===== config.mk =====
export PLATFORM = sky130hd
export DESIGN_NAME = byte_striping_cond
export DESIGN_NICKNAME = d
export VERILOG_FILES = /design/src/rtl/byte_striping_cond.sv
export SDC_FILE = /design/constraint.sdc
export NUM_CORES = 1
export LEC_CHECK = 0
export BUFFER_PORTS_ARGS = -buffer_cell sky130_fd_sc_hd__buf_2
export CAP_MARGIN = 10
export CORE_MARGIN = 2
export CORE_UTILIZATION = 30
export CTS_BUF_LIST = sky130_fd_sc_hd__clkbuf_4
export DETAILED_ROUTE_END_ITERATION = 8
export PLACE_DENSITY_LB_ADDON = 0.15
export SLEW_MARGIN = 30
export SYNTH_ARGS = -nofsm -noshare
export SYNTH_HDL_FRONTEND = slang
export SYNTH_SLANG_ARGS = --single-unit

===== constraint.sdc =====
create_clock -name clk_2f -period 1.5 [get_ports clk_2f]
set_input_delay 0.225 -clock clk_2f [delete_from_list [all_inputs] [get_ports clk_2f]]
set_output_delay 0.225 -clock clk_2f [all_outputs]
set_load 0.05 [all_outputs]

===== src/rtl/byte_striping_cond.sv =====
// Transmit-side byte striper: pairs consecutive input bytes onto lane_0/lane_1
// and holds each registered pair for two clk_2f cycles (one clk_f period).
// A stream that ends on an odd byte emits that byte alone as an odd tail.
module byte_striping_cond #(
  parameter int DATA_W = 8,
  parameter int CNT_W  = 8
) (
  input  logic              clk_2f,
  input  logic              reset,
  input  logic [DATA_W-1:0] data_in,
  input  logic              valid_in,
  output logic [DATA_W-1:0] lane_0,
  output logic [DATA_W-1:0] lane_1,
  output logic              valid_0,
  output logic              valid_1,
  output logic [CNT_W-1:0]  pair_count,
  output logic              odd_tail
);

  localparam logic [0:0] S_IDLE   = 1'b0;
  localparam logic [0:0] S_WAIT_B = 1'b1;

  logic [0:0]        state_q, state_d;
  logic [DATA_W-1:0] a_q, a_d;
  logic [1:0]        hold_q, hold_d;
  logic [DATA_W-1:0] lane0_q, lane0_d;
  logic [DATA_W-1:0] lane1_q, lane1_d;
  logic              v0_q, v0_d;
  logic              v1_q, v1_d;
  logic [CNT_W-1:0]  cnt_q, cnt_d;
  logic              odd_q, odd_d;
  logic              upd;

  // Next state: capture byte A, then emit a full pair or an odd tail; otherwise age the hold.
  always_comb begin
    state_d = state_q;
    a_d     = a_q;
    hold_d  = hold_q;
    lane0_d = lane0_q;
    lane1_d = lane1_q;
    v0_d    = v0_q;
    v1_d    = v1_q;
    cnt_d   = cnt_q;
    odd_d   = 1'b0;
    upd     = 1'b0;
    case (state_q)
      S_IDLE: begin
        if (valid_in) begin
          a_d     = data_in;
          state_d = S_WAIT_B;
        end
      end
      default: begin
        // Second byte or gap: either way the pair completes now.
        upd     = 1'b1;
        lane0_d = a_q;
        lane1_d = valid_in ? data_in : '0;
        v0_d    = 1'b1;
        v1_d    = valid_in;
        odd_d   = ~valid_in;
        cnt_d   = cnt_q + CNT_W'(1);
        hold_d  = 2'd2;
        state_d = S_IDLE;
      end
    endcase
    if (!upd && hold_q != 2'd0) begin
      hold_d = hold_q - 2'd1;
      // Last held cycle ends with no replacement: drop the pair.
      if (hold_q == 2'd1) begin
        lane0_d = '0;
        lane1_d = '0;
        v0_d    = 1'b0;
        v1_d    = 1'b0;
      end
    end
  end

  // State registers with synchronous active-low reset.
  always_ff @(posedge clk_2f) begin
    if (!reset) begin
      state_q <= S_IDLE;
      a_q     <= '0;
      hold_q  <= 2'd0;
      lane0_q <= '0;
      lane1_q <= '0;
      v0_q    <= 1'b0;
      v1_q    <= 1'b0;
      cnt_q   <= '0;
      odd_q   <= 1'b0;
    end else begin
      state_q <= state_d;
      a_q     <= a_d;
      hold_q  <= hold_d;
      lane0_q <= lane0_d;
      lane1_q <= lane1_d;
      v0_q    <= v0_d;
      v1_q    <= v1_d;
      cnt_q   <= cnt_d;
      odd_q   <= odd_d;
    end
  end

  assign lane_0     = lane0_q;
  assign lane_1     = lane1_q;
  assign valid_0    = v0_q;
  assign valid_1    = v1_q;
  assign pair_count = cnt_q;
  assign odd_tail   = odd_q;

endmodule


### Word-level counts from Yosys, hierarchy flattened

Index checks and enable logic that the tools add are counted.

| storage, ports and cells | value |
|---|---|
| input bits | 11 |
| logic and storage cells | 37 |
| flip-flop bits (word level) | 38 |

| operators by class | value |
|---|---|
| reduce and logical (&&, ||, !) cells | 6 |
| bitwise logic cells | 3 |
| eq/ne operators | 1 |
| $add $sub $neg | 2 |
| mux-type cells | 16 |

Operator list:

| kind | count |
|---|---|
| $mux 8 | 7 |
| $add 8x1->8 const B | 1 |
| $mux 1 | 7 |
| $mux 2 | 2 |
| $reduce_and 2->1 | 2 |
| $reduce_bool 2->1 | 2 |
| $not 1->1 | 3 |
| $eq 2x1->1 const B | 1 |
| $reduce_or 2->1 | 1 |
| $sub 2x1->2 const B | 1 |
| $logic_and 1x1->1 | 1 |

### Depth between registers and ports, before layout

| depth | value |
|---|---|
| depth after elaboration | 4 |
| depth in mapped cells | 6 |

### Worst setup path before layout

Ideal clock, no wire load.

| timing | value |
|---|---|
| kind | reg2reg |
| from | register cnt_q[0] (netlist: pair_count[0]) |
| to | register cnt_q[6] (netlist: pair_count[6]) |
| stages on the path, launching flop included | 5 |
| data arrival time | 1,561 ps |
| data required time | 1,430 ps |
| clock period less this slack | 1,631 ps |
| setup slack | -131 ps |
| path through | dfxtp_1 > ha_1 > nand4_1 > or3_1 > a21boi_1 |

| on the way | value |
|---|---|
| longest elaborated chain between the ends | 1 |

RTL lines:

| what | RTL line | RTL |
|---|---|---|
| start, declared | 30 | `logic [CNT_W-1:0] cnt_q, cnt_d;` |
| start signal, assigned | 98 | `cnt_q <= cnt_d;` |
| $add 8x1->8 | 61 | `cnt_d = cnt_q + CNT_W'(1);` |

Every way passes these cells.
A chain may end at the register's enable or synchronous reset.

### Final worst setup path

| timing | value |
|---|---|
| from | register hold_q[0] |
| to | register lane1_q[5] (netlist: lane_1[5]) |

| on the way | value |
|---|---|
| longest elaborated chain between the ends | 3 |
| elaborated cells between the ends (all ways) | 5 |
| classes of those cells | eq/ne: 1; mux: 2; reduce/logical: 2 |

RTL lines:

| what | RTL line | RTL |
|---|---|---|
| start, declared | 25 | `logic [1:0] hold_q, hold_d;` |
| start signal, assigned | 93 | `hold_q <= hold_d;` |
| $eq 2x1->1 or $reduce_bool 2->1 (tied branches) | 69, 66 |  |
| $mux 8 or $logic_and 1x1->1 (tied branches) | 69, 66 |  |
| $mux 8 (*) | 66 | `if (!upd && hold_q != 2'd0) begin` |
| end signal, assigned | 95 | `lane1_q <= lane1_d;` |
| end, declared | 27 | `logic [DATA_W-1:0] lane1_q, lane1_d;` |

Every way passes the cells marked *; elsewhere a longest branch is shown, timed or not.

==> flow_metrics.tcl <==
set metrics [dict create \
    dp_hpwl_mm 2.37 \
    slowest_delay_ns 0.39 \
    cts_tree "done" \
    syn_area_per_cell_um2 9.66 \
    nets 212 \
    min_path_type "primary input to flip-flop" \
    cp_cell_sequence "inv_1, ha_1, o31ai_4, buf_4, a21oi_1" \
    slowest_stage "dfxtp_1" \
    yosysWarningCount 0 \
    dp_cells 258 \
    setup_ws_ns 0.156 \
    die_width_um 74.9 \
    syn_area_um2 1510 \
    rsz0062_at_grt "no" \
    drive_above_1_share 0.278 \
    rrSetupSlack_ns 0.16 \
    antenna_left 0 \
    vias 1161 \
    synth_edf_count 0 \
    cp_max_fo 13 \
    status "finished, final reports clean" \
    io_buffers 37 \
    vdd_drop_max_mv 0.599 \
    fmax_ghz 0.744 \
    dpl-instance-area_um2 1780 \
    clockBufferDepth 2 \
    fin_tns_setup_ns 0 \
    dieHeight_um 74.9 \
    cellLeakagePower_nw 0.803 \
    timing.final.crit_period_ns 1.34 \
    maxCapViolCount 0 \
    clock_tree.htree_level_count 2 \
    slew_violations 0 \
    overflow 0 \
    final_cell_area_um2 1850 \
    post_drt_wl_per_cell_um 11.8 \
    utilization 0.387 \
    pre_cts_ws_ns 0.163 \
    drt_iter0_drc 40 \
    clk_latency_ns 0.34 \
    wirelength_mm 3.12 \
    area_growth_pct 23.1 \
    grt_pass1_vias 1095 \
    dieArea_um2 5600 \
    cts_resized 0 \
    setup_violations 0 \
    grt_max_degree 22 \
    clkTransAtPathRegs_ns 0.11 \
    endpoint_kind "flip-flop" \
    cts_buffers 5 \
    gp_congestion 0.688 \
    antenna_found_initial 0 \
    cts_root_buf "clkbuf_4" \
    worstPathArrival_ns 1.58 \
    diodes 0 \
    track_usage 0.121 \
    yosysSeqAreaShare 0.505 \
    ios 38 \
    synthFlopType "dfxtp_1" \
    relSlewSlack 0.769 \
    finalHoldViolCount 0 \
    cts_hold_buf 0 \
    worst_slew_pin_slew_ns 0.346 \
    synth_nets 170 \
    clkSinkCount 38 \
    worst_ep_required_time_ns 1.74 \
    startpoint_type "flip-flop" \
    power_density_nw_per_um2 1180 \
    async_reset_ff_frac 0 \
    ys_seq_elements 38 \
    path_class "flip-flop to flip-flop" \
    yosysUniqueCellTypes 27 \
    start_util 0.315 \
    skew_ns 0.00779 \
    grt_pass1_wl_mm 5.01 \
    syn_inst 156 \
    fp-row-count 25 \
    dr.pass1.iters 4 \
    avgViaCountPerCell 4.38 \
    core_um2 4790 \
    post_cts_buffers 0 \
    stdcell_count 265 \
    route.detailed.drc 0 \
    period_share 0.896 \
]
==> worst paths after layout <==
kind | cells after the start | startpoint | endpoint
setup / recovery | 5 | hold_q[0] | lane_1[5]
hold reg to reg | 2 | a_q[6] | a_q[6]
setup reg to reg | 5 | hold_q[0] | lane_1[5]
hold / removal | 3 | data_in[6] | a_q[6]
==> cell type report <==
cell class | instances | area [µm²]
Clock buffer | 5 | 37.5
Inverter | 3 | 11.3
Multi-Input combinational cell | 105 | 679
Tap cell | 67 | 83.8
Sequential cell | 38 | 763
Timing Repair Buffer | 45 | 245
Fill cell | 503 | 2930
Clock inverter | 2 | 33.8
==> synth_stat cells, types with 5 or more instances <==
cell / n / area share
a21boi_0: 8 / 0.040
a21oi_1: 8 / 0.027
and2_1: 5 / 0.021
buf_2: 5 / 0.017
dfxtp_1: 38 / 0.50
mux2i_1: 11 / 0.073
nand2_1: 19 / 0.047
nand2b_1: 9 / 0.037
nand3_1: 8 / 0.027
nor2_1: 11 / 0.027
==> layout by cell type (no fill, tap or decap) <==
| cell | instances |
|---|---|
| o21a_1 | 1 |
| o21ai_0 | 3 |
| nand4_1 | 2 |
| clkinv_1 | 1 |
| xor2_1 | 2 |
| or3_1 | 3 |
| dfxtp_2 | 2 |
| a21oi_1 | 8 |
| buf_4 | 8 |
| nor2b_1 | 2 |
| nor3b_1 | 1 |
| inv_1 | 3 |
| a21boi_0 | 8 |
| nor2_1 | 11 |
| xnor2_1 | 3 |
| bufinv_16 | 1 |
| mux2i_1 | 11 |
| o31ai_4 | 1 |
| nand3_1 | 8 |
| buf_2 | 37 |
| dfxtp_1 | 36 |
| clkbuf_4 | 5 |
| nand2b_1 | 9 |
| nand4_4 | 1 |
| ha_1 | 3 |
| a21boi_1 | 3 |
| and3b_1 | 1 |
| nand2_1 | 19 |
| and2_1 | 5 |
==> sequential cells by signal, summed over array words and instances, names as in the netlist, 2 cells and up <==
name and flops:
lane_0 8, a_q 8, pair_count 8, lane_1 8, hold_q 2
==> per-layer routing <==
layer	vias to the layer above	routed length, µm	track usage
met5	-	0	0
met4	0	62	0.0536
met3	7	162	0.0428
met2	27	1400	0.193
met1	524	1490	0.147
li1	603	-	-
==> logic make-up after synthesis <==
group / Yosys count / synth area share
xor gates and xnor gates: 5 / 0.0291
muxes: 11 / 0.0731
DFF: 38 / 0.505
buffers and inverters: 13 / 0.0440
and+or+nand+nor: 62 / 0.213
adders and majority gates: 3 / 0.0249
AOI/OAI and AO/OA: 24 / 0.110
==> where the power goes <==
group	internal [mW]	switching [mW]
registers	1.07	0.0393
logic	0.156	0.256
clock network	0.337	0.329
==> critical path, delay by kind of cell (launching register included) <==
family          cells  cell delay (ns)
compound gates      2             0.30
fa+ha+maj           1             0.26
buf+inv             2             0.28
flops               1             0.39
==> metrics by stage <==
stage / hold WS, ns / total power [mW]
after detailed placement: 0.453 / 1.55
after global routing: 0.107 / 2.32
final: 0.132 / 2.19
after global placement: 0.444 / 1.54
after floorplan: 0.370 / 1.45
after CTS: 0.116 / 2.22
No activity file was read; power rests on OpenSTA's default activity.
